--- src/rtl/qam_pkg.sv ---
// Shared QAM transmitter types and constants: DAC frame width, DAC command, output-stage FSM states.
// Also holds the sample-to-frame packing used by the DAC serializer.
package qam_pkg;

   localparam int         FRAME_W              = 24;
   localparam logic [7:0] DAC_CMD_WRITE_UPDATE = 8'h30;

   typedef enum logic [1:0] {
      ST_IDLE,
      ST_SETUP,
      ST_SHIFT,
      ST_HOLD
   } dac_state_t;

   // Offset binary is two's complement with the sign bit flipped.
   function automatic logic [FRAME_W-1:0] build_frame(
      input logic [7:0]  cmd,
      input logic [15:0] sample,
      input logic        offset_bin
   );
      logic [15:0] code;
      code = sample;
      if (offset_bin) code[15] = ~sample[15];
      return {cmd, code};
   endfunction

endpackage

--- src/rtl/sample_pend_buf.sv ---
// One-deep holding register for a sample that arrives while a DAC frame is in flight.
// Load when empty (or together with take) stores; load when full keeps the old sample and pulses overrun next cycle.
module sample_pend_buf #(
   parameter int W = 16
) (
   input  logic         clk,
   input  logic         rst,
   input  logic         i_load,
   input  logic         i_take,
   input  logic [W-1:0] i_data,
   output logic [W-1:0] o_data,
   output logic         o_full,
   output logic         o_overrun
);

   logic [W-1:0] r_data;
   logic         r_full;
   logic         r_ovr;

   always_ff @(posedge clk) begin
      if (!rst) begin
         r_data <= '0;
         r_full <= 1'b0;
         r_ovr  <= 1'b0;
      end else begin
         r_ovr <= i_load && r_full && !i_take;
         // A take in the same cycle frees the slot, so the new sample lands without loss.
         if (i_load && (i_take || !r_full)) begin
            r_data <= i_data;
            r_full <= 1'b1;
         end else if (i_take) begin
            r_full <= 1'b0;
         end
      end
   end

   assign o_data    = r_data;
   assign o_full    = r_full;
   assign o_overrun = r_ovr;

endmodule

--- src/rtl/dac_spi_tx.sv ---
// Serializes each mixer sample as a 24-bit {CMD, code} SPI mode-0 frame to the DAC; cs falls one clk after the strobe.
// No backpressure: one sample is buffered during a frame, further strobes are dropped and flagged on overrun.
module dac_spi_tx
   import qam_pkg::*;
#(
   parameter int         CLK_DIV    = 2,
   parameter int         CS_HIGH    = 2,
   parameter logic [7:0] CMD        = DAC_CMD_WRITE_UPDATE,
   parameter bit         OFFSET_BIN = 1'b1
) (
   input  logic        clk,
   input  logic        rst,
   input  logic [15:0] sample_in,
   input  logic        sample_valid,
   output logic        cs,
   output logic        sclk,
   output logic        sdo,
   output logic        busy,
   output logic        overrun
);

   localparam int CNT_MAX = (CLK_DIV > CS_HIGH) ? CLK_DIV : CS_HIGH;
   localparam int CNT_W   = (CNT_MAX > 1) ? $clog2(CNT_MAX) : 1;
   localparam logic [CNT_W-1:0] DIV_LAST  = CNT_W'(CLK_DIV - 1);
   localparam logic [CNT_W-1:0] HOLD_LAST = CNT_W'(CS_HIGH - 1);

   dac_state_t         r_state;
   logic [CNT_W-1:0]   r_cnt;
   logic [4:0]         r_bit;
   logic               r_hi;
   logic [FRAME_W-1:0] r_shift;
   logic               r_cs;
   logic               r_sclk;
   logic               r_sdo;
   logic               r_busy;

   dac_state_t         w_state_nxt;
   logic [CNT_W-1:0]   w_cnt_nxt;
   logic [4:0]         w_bit_nxt;
   logic               w_hi_nxt;
   logic [FRAME_W-1:0] w_shift_nxt;
   logic               w_cs_nxt;
   logic               w_sclk_nxt;
   logic               w_sdo_nxt;
   logic               w_take;
   logic               w_load;
   logic [15:0]        w_pend_dat;
   logic               w_pend_full;
   logic               w_pend_ovr;
   logic               w_div_end;
   logic               w_hold_end;

   assign w_div_end  = (r_cnt == DIV_LAST);
   assign w_hold_end = (r_cnt == HOLD_LAST);
   assign w_load     = sample_valid && (r_state != ST_IDLE);

   sample_pend_buf #(
      .W (16)
   ) u_pend (
      .clk       (clk),
      .rst       (rst),
      .i_load    (w_load),
      .i_take    (w_take),
      .i_data    (sample_in),
      .o_data    (w_pend_dat),
      .o_full    (w_pend_full),
      .o_overrun (w_pend_ovr)
   );

   always_comb begin
      w_state_nxt = r_state;
      w_cnt_nxt   = r_cnt + 1'b1;
      w_bit_nxt   = r_bit;
      w_hi_nxt    = r_hi;
      w_shift_nxt = r_shift;
      w_take      = 1'b0;

      case (r_state)
         ST_IDLE: begin
            w_cnt_nxt = '0;
            if (sample_valid) begin
               w_shift_nxt = build_frame(CMD, sample_in, OFFSET_BIN);
               w_state_nxt = ST_SETUP;
            end else if (w_pend_full) begin
               w_shift_nxt = build_frame(CMD, w_pend_dat, OFFSET_BIN);
               w_take      = 1'b1;
               w_state_nxt = ST_SETUP;
            end
         end
         ST_SETUP: begin
            if (w_div_end) begin
               w_cnt_nxt   = '0;
               w_hi_nxt    = 1'b1;
               w_bit_nxt   = 5'd23;
               w_state_nxt = ST_SHIFT;
            end
         end
         ST_SHIFT: begin
            if (w_div_end) begin
               w_cnt_nxt = '0;
               // Data moves on the falling sclk so it is settled a full half-period before the next rise.
               if (r_hi) begin
                  w_hi_nxt    = 1'b0;
                  w_shift_nxt = {r_shift[FRAME_W-2:0], 1'b0};
               end else if (r_bit == 5'd0) begin
                  w_state_nxt = ST_HOLD;
               end else begin
                  w_bit_nxt = r_bit - 5'd1;
                  w_hi_nxt  = 1'b1;
               end
            end
         end
         ST_HOLD: begin
            if (w_hold_end) begin
               w_cnt_nxt = '0;
               if (w_pend_full) begin
                  w_shift_nxt = build_frame(CMD, w_pend_dat, OFFSET_BIN);
                  w_take      = 1'b1;
                  w_state_nxt = ST_SETUP;
               end else begin
                  w_state_nxt = ST_IDLE;
               end
            end
         end
         default: begin
            w_state_nxt = ST_IDLE;
         end
      endcase

      w_cs_nxt   = (w_state_nxt == ST_IDLE) || (w_state_nxt == ST_HOLD);
      w_sclk_nxt = (w_state_nxt == ST_SHIFT) && w_hi_nxt;
      w_sdo_nxt  = ((w_state_nxt == ST_SETUP) || (w_state_nxt == ST_SHIFT)) ?
                   w_shift_nxt[FRAME_W-1] : 1'b0;
   end

   always_ff @(posedge clk) begin
      if (!rst) begin
         r_state <= ST_IDLE;
         r_cnt   <= '0;
         r_bit   <= '0;
         r_hi    <= 1'b0;
         r_shift <= '0;
         r_cs    <= 1'b1;
         r_sclk  <= 1'b0;
         r_sdo   <= 1'b0;
         r_busy  <= 1'b0;
      end else begin
         r_state <= w_state_nxt;
         r_cnt   <= w_cnt_nxt;
         r_bit   <= w_bit_nxt;
         r_hi    <= w_hi_nxt;
         r_shift <= w_shift_nxt;
         r_cs    <= w_cs_nxt;
         r_sclk  <= w_sclk_nxt;
         r_sdo   <= w_sdo_nxt;
         r_busy  <= (w_state_nxt != ST_IDLE);
      end
   end

   assign cs      = r_cs;
   assign sclk    = r_sclk;
   assign sdo     = r_sdo;
   assign busy    = r_busy;
   assign overrun = w_pend_ovr;

endmodule

--- config.mk ---
export PLATFORM = sky130hd
export DESIGN_NAME = dac_spi_tx
export DESIGN_NICKNAME = d
export VERILOG_FILES = /design/src/rtl/qam_pkg.sv /design/src/rtl/sample_pend_buf.sv /design/src/rtl/dac_spi_tx.sv
export SDC_FILE = /design/constraint.sdc
export NUM_CORES = 1
export LEC_CHECK = 0
export CORE_MARGIN = 3
export CORE_UTILIZATION = 46
export DETAILED_ROUTE_END_ITERATION = 12
export PLACE_DENSITY = 0.75
export SYNTH_ARGS = -nofsm -noshare
export SYNTH_HDL_FRONTEND = slang
export SYNTH_HIERARCHICAL = 1
export SYNTH_SLANG_ARGS = --single-unit
--- constraint.sdc ---
create_clock -name clk -period 2.75 [get_ports clk]
set_input_delay 0.55 -clock clk [delete_from_list [all_inputs] [get_ports clk]]
set_output_delay 0.55 -clock clk [all_outputs]
set_load 0.005 [all_outputs]
# After elaboration in Yosys (flattened, before gate mapping)
# Cells that the tools add are included.
# totals
regBits	55
in_bits	19
output_inout_bits	5
word_cells	84
# op_classes
n_addsub	2
eq_ne	12
muxes	33
n_bitwise	2
n_reduce_logical	22
# op_table
operator	count
$mux W24	5
$pmux W24 S3	1
$mux W5	4
$mux W2	7
$ne A2 B2 Y1 const B	6
$mux W1	11
$pmux W5 S2	1
$eq A2 B2 Y1 const B	4
$pmux W2 S4	1
$reduce_bool A2 Y1	4
$pmux W1 S2	3
$logic_and A1 B1 Y1	5
$logic_not A5 Y1	1
$reduce_and A5 Y1	1
$sub A5 B1 Y5 const B	1
$eq A2 B1 Y1 const B	2
$logic_not A2 Y1	2
$reduce_and A4 Y1	1
$logic_or A1 B1 Y1	3
$reduce_bool A3 Y1	1
$reduce_or A3 Y1	1
$logic_not A1 Y1	2
$not A1 Y1	2
$reduce_and A2 Y1	1
$add A1 B1 Y1 const B	1

# Logic depth before layout (Yosys ltp)
# depth
depth_word	8
mapped_depth	12
depth_no_buf	9

# Modules after synthesis
# Netlist, hierarchy kept.
# by_module_without_submodules
module	n_inst	cells_each	area_per_inst_um2	seq_area_each_um2
dac_spi_tx	1	234	2158.3	740.7
sample_pend_buf	1	76	729.4	360.3

# Least setup slack after synthesis
# Ideal clock, no wire load.
# synth_timing
kind	reg2reg
from	register r_state[0]
to	register u_pend.r_data[0] (netlist: u_pend/o_data[0])
setup_time_ps	118
arrival_time_ps	1852
required_time_ps	2632
path_slack_ps	780
stages_incl_launch_ff	13
path_buffers	4
synth_period_minus_slack_ps	1970
path_cell_list	dfxtp_1 > inv_1 > ha_1 > buf_6 > nand2b_1 > clkbuf_1 > nand2_1 > and3_1 > nor2b_4 > nor2b_2 > buf_6 > buf_12 > mux2i_1
# synth_via
elab_chain_len	4
elab_cells_between_ends	7
cone_classes	1 x eq/ne; 1 x mux; 5 x reduce/logical
# synth_lines
element	line	text
from (decl)	dac_spi_tx.sv:27	dac_state_t r_state;
from (signal assigned)	dac_spi_tx.sv:148	r_state <= w_state_nxt;
$eq A2 B2 Y1 or $logic_not A2 Y1 (tied branches)	dac_spi_tx.sv:78	case (r_state)
$pmux W1 S2 *	dac_spi_tx.sv:78	
named net w_take	dac_spi_tx.sv:45	logic w_take;
$logic_or A1 B1 Y1 *	sample_pend_buf.sv:28	if (i_load && (i_take || !r_full)) begin
$logic_and A1 B1 Y1 *	sample_pend_buf.sv:28	
to (signal assigned)	sample_pend_buf.sv:29	r_data <= i_data;
to (decl)	sample_pend_buf.sv:16	logic [W-1:0] r_data;
# The timed path passes the listed nets; every way through them passes the cells marked *.
# A chain may end at the register's enable or synchronous reset.

# Worst setup path in the final report
# layout_timing
from	register r_state[0]
to	register r_sdo (netlist: sdo)
# layout_via
elab_chain_len	7
elab_cells_between_ends	17
cone_classes	5 x eq/ne; 9 x mux; 3 x reduce/logical
# layout_lines
element	line	text
$mux W2	dac_spi_tx.sv:105	end else if (r_bit == 5'd0) begin
$mux W2	dac_spi_tx.sv:102	if (r_hi) begin
$mux W2	dac_spi_tx.sv:99	if (w_div_end) begin
$pmux W2 S4	dac_spi_tx.sv:78	
$eq A2 B1 Y1 or $eq A2 B2 Y1 (tied branches)	dac_spi_tx.sv:132	w_sdo_nxt = ((w_state_nxt == ST_SETUP) || (w_state_nxt == ST_SHIFT)) ?
$logic_or A1 B1 Y1	dac_spi_tx.sv:132	
$reduce_and A2 Y1 (no source line)	-	
to (signal assigned)	dac_spi_tx.sv:155	r_sdo <= w_sdo_nxt;
to (decl)	dac_spi_tx.sv:34	logic r_sdo;
# Several ways; a longest one is shown, not always the timed one.

==> metrics.yaml <==
synth:
  syn_nets: 337
  ys.flop_type: "dfxtp_1"
  synth-warning-count: 6
  async_flop_share: 0
  synth_compound_area_frac: 0.238
  synthCells: 310
  synthDistinctLibCells: 58
  synthAdderAreaFrac: 0.0347
  syn_area_sq_um: 2890
  synth_top_family_by_area: "compound AO/OA/AOI/OAI gates"
  synthSimpleGateAreaFrac: 0.163
  syn_area_per_cell_sq_um: 9.32
  ys_seq_area_frac: 0.381
  synthMuxAreaShare: 0.108
  synth_edf_count: 0
  synthXorXnorAreaFrac: 0.00607
  ys_ff_latch: 55
pwr:
  pwr-share-comb: 0.399
  vdd_ir_drop_max_uv: 458
  power_switching_mw: 1.03
  swShare: 0.378
  seqPwrFrac: 0.404
  p_leak_nw: 1.12
  p_per_area_nw_per_um2: 842
  p_int_mw: 1.70
  p_total_mw: 2.74
  clkPwrFrac: 0.197
routing:
  drt_iter0_markers: 118
  drtPass1Iterations: 4
  drt-vias-per-instance: 6.00
  ant_nets: 0
  drt-total-wl_mm: 6.50
  drc_errors: 0
  vias: 2420
  wire_per_inst_microns: 16.1
setup_path:
  crit_arrival_ps: 2480
  path_common_cell: "ha_1"
  crit_chain: "inv_1 -> ha_1 -> and2b_1 -> a31oi_1 -> a221o_1 -> ha_1 -> nand2b_1 -> nor2b_1"
  start_kind: "flop"
  max_stage_delay_ps: 400
  critPathBufInv: 1
  crit_fanout: 12
  critPathTopFamily: "adder cells"
  slowest_stage: "ha_1"
  worstSetupPathType: "reg2reg"
  required_ps: 2990
  endpoint_kind: "flop"
run:
  drv_cap: 0
cts:
  clkLatencyLatePin_ps: 300
  clock_path_buffers: 2
  cts_resized: 0
  cts_made_buffers: 5
  cts_tree: "built"
  clk_pin_slew_ps: 100
  cts-hold-fix-buffers: 0
  cts-root-buf: "clkbuf_8"
  htreeDepth: 2
  cts_sinks: 55
  postCtsSetupRepairBufs: 0
timing:
  drv_slew: 0
  rsz0062_at_grt: "no"
  relSlewSlack: 0.546
  finalSetupViolCount: 0
  tns_ps: 0
  period_share: 0.815
  period_needed_ps: 2240
  skew_ps: 4.12
  fmax_mhz: 446
  worst_pin_slew_ps: 680
  hold_violations: 0
cells_and_area:
  multi_input_area_sq_um: 1590
  diodes: 0
  area_delta_synth_final_pct: 12.6
  seq_area_sq_um: 1100
  layout_common_cells: "55 x dfxtp_1, 42 x nand2_1, 30 x mux2i_1"
  layout.nets: 354
  fill_cells: 532
  final_common_cell: "dfxtp_1"
  drive_above_1_share: 0.0915
global_route:
  grt_max_degree: 40
  grt_use_met2: 0.309
  grt_pass1_wl_mm: 11.1
  top_usage_layer: "met2"
  met3_usage: 0.0311
  grt-ovfl-total: 0
  antenna_found_initial: 0
  grtUsageMet1: 0.247
  track_usage: 0.185
  grt_pass1_vias: 2356
placed_design:
  dp_hpwl_mm: 4.32
  gp_congestion: 0.774
  portBuffers: 23
run_status:
  status: "completed"
die:
  die_y_microns: 85.2
  core.rowCount: 28
  dieArea_sq_um: 7260
  coreArea_sq_um: 5990
  ioPinCount: 24
  die_w_microns: 85.2
  initial_utilization: 0.482
min_path:
  hold_path_class: "reg2reg"
## layer usage
metal | vias to the layer above | routed length [microns]
met1 | 1190 | 3120
met2 | 48 | 3080
met5 | - | 0
met3 | 7 | 230
met4 | 0 | 69
li1 | 1175 | -
## through the flow
stage	setup slack, ps	cell area [sq um]	hold WS (ps)	util	std cells
after floorplan	780	2890	431	-	310
final	510	3250	467	0.543	403
after detailed placement	420	3140	446	0.524	395
after global routing	430	3250	491	0.543	403
after global placement	501	3140	441	0.524	395
after CTS	531	3250	465	0.543	403
## area by class of cell
type                            count  area share
Sequential cell                    55       0.339
Clock inverter                      3      0.0135
Timing Repair Buffer               35      0.0985
Inverter                           10      0.0115
Clock buffer                        5      0.0212
Tap cell                           75      0.0289
Multi-Input combinational cell    220       0.488
## tightest hold or removal path: cells and delay by family (launching register included)
family | cells | cell delay [ps]
DFF | 1 | 320
and+or+nand+nor | 1 | 50
muxes | 1 | 50
## worst paths after layout
| path | start | endpoint | slack [ps] | cells after the start |
|---|---|---|---|---|
| worst min-delay path | u_pend/o_data[9] | u_pend/o_data[9] | 470 | 2 |
| worst max-delay path | r_state[0] | sdo | 510 | 8 |
| worst max register to register | r_state[0] | sdo | 510 | 8 |
| worst min register to register | u_pend/o_data[9] | u_pend/o_data[9] | 470 | 2 |
## Yosys cell counts, drive strengths merged, types with 3 or more instances
cell type	n	area share
dfxtp	55	0.38
nand2	42	0.055
mux2i	30	0.10
a21oi	25	0.043
buf	20	0.050
o2bb2ai	18	0.055
a221oi	16	0.049
inv	10	0.013
nor2	9	0.012
ha	8	0.035
nor2b	8	0.021
a311oi	6	0.018
clkbuf	5	0.0065
a21boi	4	0.010
and2	4	0.0087
and3	4	0.0091
nand2b	3	0.0065
nor3	3	0.011
o21a	3	0.0078
o21ai	3	0.0065
o31a	3	0.0091
## power groups by stage
stage	clock [mW]	sequential [mW]	combinational, mW
after floorplan	0	1.05	0.904
after global placement	0	1.11	1.06
after detailed placement	0	1.12	1.09
after CTS	0.552	1.10	1.09
after global routing	0.589	1.13	1.20
final	0.540	1.11	1.09
## registers in the layout (all words and copies together), names as in the netlist
name,count
r_cnt,1
r_hi,1
r_shift,24
u_pend/o_overrun,1
r_state,2
cs,1
u_pend/o_full,1
u_pend/o_data,16
busy,1
sclk,1
sdo,1
r_bit,5
## kinds of logic after synthesis
kind of cell               Yosys count
AOI/OAI and AO/OA                   92
xor gates and xnor gates             2
adders and majority gates            8
buffers and inverters               35
DFF                                 55
muxes                               31
and+or+nand+nor                     87
(Power assumes the default switching activity.)
